[config.mk]
export PLATFORM = sky130hd
export DESIGN_NAME = vga_counter
export DESIGN_NICKNAME = d
export VERILOG_FILES = /design/src/rtl/vga_counter.sv
export SDC_FILE = /design/constraint.sdc
export NUM_CORES = 1
export LEC_CHECK = 0
export CELL_PAD_IN_SITES_DETAIL_PLACEMENT = 1
export CELL_PAD_IN_SITES_GLOBAL_PLACEMENT = 2
export CORE_ASPECT_RATIO = 1.1
export CORE_MARGIN = 4
export CORE_UTILIZATION = 28
export DETAILED_ROUTE_END_ITERATION = 12
export GPL_TIMING_DRIVEN = 0
export HOLD_SLACK_MARGIN = 0.12
export PLACE_DENSITY_LB_ADDON = 0.1
export SETUP_SLACK_MARGIN = 0.2
export SKIP_CTS_REPAIR_TIMING = 1
export SLEW_MARGIN = 20
export SYNTH_ARGS = -nofsm -noshare
export SYNTH_HDL_FRONTEND = slang
export SYNTH_SLANG_ARGS = --single-unit
[constraint.sdc]
create_clock -name clk_i -period 1.8 [get_ports clk_i]
set_clock_uncertainty 0.05 [all_clocks]
set_input_delay 0.27 -clock clk_i [delete_from_list [all_inputs] [get_ports clk_i]]
set_output_delay 0.27 -clock clk_i [all_outputs]
set_load 0.01 [all_outputs]
[src/rtl/vga_counter.sv]
// -----------------------------------------------------------------------------
// vga_counter
//
// Pixel clock divider plus horizontal / vertical position counters for a VGA
// timing generator. The surrounding timing FSM gates counting with the
// enables and can clear either counter synchronously. Every output is driven
// directly from a flop.
//
// Parameters
//   HTOTAL   pixels per line, including porches and sync
//   VTOTAL   lines per frame, including porches and sync
//   CLK_DIV  system clocks per pixel (1..16)
//
// Ports
//   clk_i        system clock, rising edge
//   rst_ni       asynchronous active-low reset
//   h_ena_i      horizontal count enable
//   v_ena_i      vertical count enable (sampled on a horizontal wrap)
//   h_rst_i      synchronous horizontal clear, beats increment
//   v_rst_i      synchronous vertical clear, beats increment
//   pix_tick_o   one-clock pixel strobe
//   h_cnt_o      pixel column, 0..HTOTAL-1
//   v_cnt_o      line number, 0..VTOTAL-1
//   line_end_o   one-clock pulse in the clock h_cnt_o first reads 0 after a wrap
//   frame_end_o  one-clock pulse in the clock v_cnt_o first reads 0 after a wrap
//   frame_cnt_o  8-bit frame counter (only with VGA_CNT_FRAME_CNT_EN)
//
// Build option
//   VGA_CNT_FRAME_CNT_EN  adds the frame_cnt_o port and its register.
// -----------------------------------------------------------------------------
module vga_counter #(
    parameter logic [9:0]  HTOTAL  = 10'd800,
    parameter logic [9:0]  VTOTAL  = 10'd525,
    parameter int unsigned CLK_DIV = 2
) (
    input  logic       clk_i,
    input  logic       rst_ni,
    input  logic       h_ena_i,
    input  logic       v_ena_i,
    input  logic       h_rst_i,
    input  logic       v_rst_i,
    output logic       pix_tick_o,
    output logic [9:0] h_cnt_o,
    output logic [9:0] v_cnt_o,
    output logic       line_end_o,
    output logic       frame_end_o
`ifdef VGA_CNT_FRAME_CNT_EN
    ,
    output logic [7:0] frame_cnt_o
`endif
);

    localparam logic [3:0] DIV_LAST = 4'(CLK_DIV - 1);
    localparam logic [9:0] H_LAST   = HTOTAL - 10'd1;
    localparam logic [9:0] V_LAST   = VTOTAL - 10'd1;

    logic [3:0] div_q, div_d;
    logic       pix_tick_q, pix_tick_d;
    logic [9:0] h_cnt_q, h_cnt_d;
    logic [9:0] v_cnt_q, v_cnt_d;
    logic       line_end_q, line_end_d;
    logic       frame_end_q, frame_end_d;
    logic       h_wrap, v_wrap;

    always_comb begin
        div_d       = div_q;
        pix_tick_d  = 1'b0;
        h_cnt_d     = h_cnt_q;
        v_cnt_d     = v_cnt_q;
        h_wrap      = 1'b0;
        v_wrap      = 1'b0;

        // The divider free-runs; the counter clears never touch it so the
        // pixel phase survives an FSM-driven line or frame restart.
        if (div_q >= DIV_LAST) begin
            div_d      = '0;
            pix_tick_d = 1'b1;
        end else begin
            div_d      = div_q + 4'd1;
        end

        // >= so a corrupted count still returns to 0 instead of running on.
        if (h_rst_i) begin
            h_cnt_d = '0;
        end else if (pix_tick_q && h_ena_i) begin
            if (h_cnt_q >= H_LAST) begin
                h_cnt_d = '0;
                h_wrap  = 1'b1;
            end else begin
                h_cnt_d = h_cnt_q + 10'd1;
            end
        end

        // Vertical only advances on a genuine horizontal wrap, so a cleared
        // line never steps the line counter.
        if (v_rst_i) begin
            v_cnt_d = '0;
        end else if (h_wrap && v_ena_i) begin
            if (v_cnt_q >= V_LAST) begin
                v_cnt_d = '0;
                v_wrap  = 1'b1;
            end else begin
                v_cnt_d = v_cnt_q + 10'd1;
            end
        end

        line_end_d  = h_wrap;
        frame_end_d = v_wrap;
    end

    always_ff @(posedge clk_i or negedge rst_ni) begin
        if (!rst_ni) begin
            div_q       <= '0;
            pix_tick_q  <= 1'b0;
            h_cnt_q     <= '0;
            v_cnt_q     <= '0;
            line_end_q  <= 1'b0;
            frame_end_q <= 1'b0;
        end else begin
            div_q       <= div_d;
            pix_tick_q  <= pix_tick_d;
            h_cnt_q     <= h_cnt_d;
            v_cnt_q     <= v_cnt_d;
            line_end_q  <= line_end_d;
            frame_end_q <= frame_end_d;
        end
    end

    assign pix_tick_o  = pix_tick_q;
    assign h_cnt_o     = h_cnt_q;
    assign v_cnt_o     = v_cnt_q;
    assign line_end_o  = line_end_q;
    assign frame_end_o = frame_end_q;

`ifdef VGA_CNT_FRAME_CNT_EN
    logic [7:0] frame_cnt_q, frame_cnt_d;

    // Steps on the same edge that raises frame_end_o; wraps naturally at 256.
    always_comb begin
        frame_cnt_d = frame_cnt_q;
        if (v_wrap) begin
            frame_cnt_d = frame_cnt_q + 8'd1;
        end
    end

    always_ff @(posedge clk_i or negedge rst_ni) begin
        if (!rst_ni) begin
            frame_cnt_q <= '0;
        end else begin
            frame_cnt_q <= frame_cnt_d;
        end
    end

    assign frame_cnt_o = frame_cnt_q;
`endif

endmodule
### After elaboration in Yosys (flattened, before gate mapping)

Index checks and enable logic that the tools add are counted.

| operators by class | value |
|---|---|
| add/sub/neg operators | 3 |
| bitwise logic cells | 0 |
| $lt $le $gt $ge | 3 |
| equality and inequality tests | 0 |
| muxes and demuxes | 14 |
| reductions and logical operators | 4 |
| div/mod/pow operators | 0 |
| $mul | 0 |
| shifts and indexed selects | 0 |

Operators with widths:

| operator | count |
|---|---|
| $mux W10 | 6 |
| $add A10 B1 Y10 const B | 2 |
| $ge A10 B10 Y1 const B | 2 |
| $mux W1 | 7 |
| $add A4 B1 Y4 const B | 1 |
| $ge A4 B1 Y1 const B | 1 |
| $mux W4 | 1 |
| $reduce_bool A2 Y1 | 2 |
| $logic_and A1 B1 Y1 | 2 |

| word-level totals | value |
|---|---|
| bits in writable memories | 0 |
| input port bits | 6 |
| logic and storage cells | 30 |
| bits in registers | 27 |
| output and inout port bits | 23 |
| bits in read-only memories | 0 |
| memories kept | 0 |
| bits in latches | 0 |

### Longest topological paths before layout

| depth | value |
|---|---|
| depth in word-level cells | 7 |
| mapped depth | 6 |
| depth with buffers taken out | 6 |

### Worst setup path before layout

OpenSTA, ideal clock, no wires.

| path | value |
|---|---|
| kind | register to register |
| from | reg v_cnt_q[3] (netlist: v_cnt_o[3]) |
| to | reg v_cnt_q[6] (netlist: v_cnt_o[6]) |
| path buffers | 0 |
| data required time | 1.673 ns |
| path slack | -0.053 ns |
| arrival time | 1.726 ns |
| setup time | 0.077 ns |
| stages on the path, launching flop included | 6 |
| path through | dfrtp_1 > a211o_1 > o41a_1 > nand3b_4 > or4_1 > a21oi_1 |

| between the ends | value |
|---|---|
| word-level cells in the longest chain between the ends | 4 |

Ends and longest elaborated chain:

| element | RTL line | RTL |
|---|---|---|
| start, declared | 60 | `logic [9:0] v_cnt_q, v_cnt_d;` |
| start signal, assigned | 123 | `v_cnt_q <= v_cnt_d;` |
| $add A10 B1 Y10 / $ge A10 B10 Y1 (equally long branches) | 103, 99 |  |
| $mux W10 (*) | 99 | `if (v_cnt_q >= V_LAST) begin` |
| $mux W10 (*) | 98 | `end else if (h_wrap && v_ena_i) begin` |
| $mux W10 (*) | 96 | `if (v_rst_i) begin` |

Mark *: on every way between the ends. The rest lies on a longest branch, timed or not. The select of a mux whose other input is x is not followed.
A chain may end at the register's enable or synchronous reset.

### Worst setup path after layout

Ends and elaborated chain as after synthesis.

==> results by group <==
Yosys
  – Syn Inst Count: 144
  – Post-synth ARST share: 1.00
  – Sequential area share after synthesis: 0.484
  – Yosys reg bits: 27
  – Synth cell types: 33
  – Synth top area share: 0.484
  – Largest area contributor in the netlist: dfrtp_1
  – Cell area after synthesis: approximately 1400 um2
  – Syn nets: 156
  – Synth warn: 0
  – Ys flop type: dfrtp_1
  – Avg Cell Area, Syn: 9.69 um2
  – Top cells by area, synth: dfrtp_1, ha_1, nor2_1
  – Number of synthesized flops with an enable pin: 0

STA
  – Final min period: about 2000 ps
  – Unrepaired setup endpoints after global routing: true
  – Peak Freq: 498 MHz
  – Max_slew headroom: 0.575
  – Final worst-path cycle share: 1.12
  – Worst Setup Slack, final: -207 ps
  – Final setup violating endpoints: 3
  – Final Hold Slack: about 300 ps
  – Final hold viol count: 0
  – Max Slew Vio Count: 0
  – Worst-Margin Slew: approximately 640 ps

Setup path
  – Critical path class: reg -> reg
  – Crit path required time: about 2000 ps
  – R2R cell count: 5
  – Worst setup SP type: flip-flop
  – Crit-path leading delay family: compound AO/OA/AOI/OAI gates
  – Endpoint class of the critical path: flip-flop
  – CP max FO: 6
  – CP Data Arrival Time: 2170 ps
  – Crit path cell chain: a211o_1 -> o41a_1 -> nand3b_4 -> or4_4 -> a21oi_2
  – CP bufs+invs: 0
  – Slowest CP cell: dfrtp_2
  – Max stage delay on crit path: ~460 ps
  – CP Depth: 5

Finish
  – Fill cells: 532
  – Layout cells sized above 1: 0.325
  – Area Growth Syn to Fin: 54.5%
  – Ant. Diodes: 0
  – Layout Nets: 219
  – Finished Cell Area: between 2000 and 2500 um2

Outcome
  – Status: finished, violations left
  – Violated checks: setup timing

Routing
  – TritonRoute pass-1 iters: 2
  – Residual DRC count: 0
  – DR WL/cell: about 16 um
  – Vias post-DR: 1,318
  – Total detailed-routing wirelength: ~4300 um
  – Final antenna-violating net count: 0
  – Routed vias/inst: around 5.0
  – Starting DRT DRC Count: 46

CTS
  – Clock Latency Late Sink: ~280 ps
  – Clock root buffer: clkbuf_8
  – H-tree Lvls: 1
  – CTS Sinks: 27
  – CTS tree: yes
  – Clk slew on worst S/H paths: approximately 100 ps
  – CTS buffer count: 3
  – Max clock buf depth: 2

Min path
  – Worst Hold Class: in -> reg
  – WHS Path Cells: 2

Global route
  – Number of global-route vias before repair: around 1,300
  – Initial antenna violation count: 0
  – First-pass GRT wire length: ~6500 um
  – Gr usage total: 0.135
  – Overflow after GRT: 0
  – Largest net degree at the start of global routing: 28

Floorplan
  – I/O pin count: 29
  – Row cnt: 26
  – Starting Density: 0.294
  – Full die area: a little over 6000 um2
  – DIE HEIGHT: between 80 and 90 um
  – Core area: approximately 4700 um2
  – Die span in x: approximately 75 um

Placed design
  – Dpl hpwl: approximately 2700 um
  – Dpl cell area: approximately 1800 um2
  – Post-place setup slack: -434 ps
  – Gp weighted congestion: 0.741
  – Buffers on Ports: 28

Power and ir drop
  – Worst VDD drop: roughly 0.00028 V
  – Power per cell area: roughly 700 nW/um2
  – Leak Pwr: roughly 1.1 nW

Flow run
  – Max-Cap Viols: 0
-- layer usage --
layer,vias to the layer above,GRT usage,routed length [um]
li1,634,-,-
met1,657,0.186,1980
met2,22,0.219,2140
met3,5,0.0196,146
met4,0,0.0367,41
met5,-,0,0
-- flip-flops by register name (all words and copies together) (netlist names) --
name	count
pix_tick_o	1
div_q	4
v_cnt_o	10
line_end_o	1
frame_end_o	1
h_cnt_o	10
-- worst paths after layout --
kind / slack (ps) / to / start
worst min-delay path: 300 / v_cnt_o[6]$_DFFE_PN0P_ / v_rst_i
min in group asynchronous: 500 / div_q[0]$_DFF_PN0_ / rst_ni
worst max register to register: -210 / v_cnt_o[6]$_DFFE_PN0P_ / v_cnt_o[3]$_DFFE_PN0P_
worst max-delay path: -210 / v_cnt_o[6]$_DFFE_PN0P_ / v_cnt_o[3]$_DFFE_PN0P_
worst min register to register: 450 / pix_tick_o$_DFF_PN0_ / div_q[2]$_DFF_PN0_
max in group asynchronous: 740 / h_cnt_o[7]$_DFFE_PN0P_ / rst_ni
-- power by group --
group	switching [W]	internal, W	leakage, nW
clock	0.000201	0.000157	0.0217
combinational	0.000202	0.000203	0.778
sequential	0.0000692	0.000665	0.339
-- synth_stat cells, drive strengths merged (3+ instances only) --
cell    count
a21o        3
a21oi      10
and2        3
dfrtp      27
ha          6
inv         7
nand2      11
nand2b      3
nand3       7
nand4       3
nor2       19
nor3        3
o21ai      12
o31ai       4
or4         3
xnor2       4
-- cell usage in the layout (no fill, tap or decap), types with 3 or more instances in the layout --
cell,count
nand3_1,7
o31ai_1,4
dfrtp_2,17
a21oi_1,7
nor2_1,19
o21ai_0,11
nand4_1,3
clkdlybuf4s50_1,12
dlymetal6s2s_1,15
buf_4,27
dfrtp_1,10
and2_1,3
inv_1,7
xnor2_1,4
clkbuf_8,3
ha_1,5
nand2_1,10
-- through the flow --
step / TNS, ps / power, W / std cells / utilization
floorplan: -36.9 / 0.000911 / 144 / -
global placement: -5310 / 0.00106 / 228 / 0.373
detailed placement: -3330 / 0.00108 / 228 / 0.372
CTS: -2060 / 0.00145 / 232 / 0.383
global route: -1020 / 0.00161 / 262 / 0.454
finish: -288 / 0.00150 / 262 / 0.454
-- cell type report --
class	instances	area (um2)	area share
tap	56	70.1	0.0325
inverter	7	26.3	0.0122
timing repair buffer	58	548	0.254
multi-input combinational	110	766	0.355
clock buffer	3	41.3	0.0192
clock inverter	1	7.51	0.00348
sequential	27	697	0.323
-- worst reg2reg max path, delay by kind of cell, from the launching register on --
kind            cells  cell delay [ps]
flops               1              460
simple gates        2              610
compound gates      3              830
-- cell families after synthesis --
kind of cell	synth area share
AO/OA/AOI/OAI	0.147
AND/OR/NAND/NOR	0.256
flip-flops	0.484
adder cells (fa/ha/maj)	0.0538
other	0.00269
buffers and inverters	0.0188
XOR/XNOR	0.0377
Power figures use the tool's default switching activity.
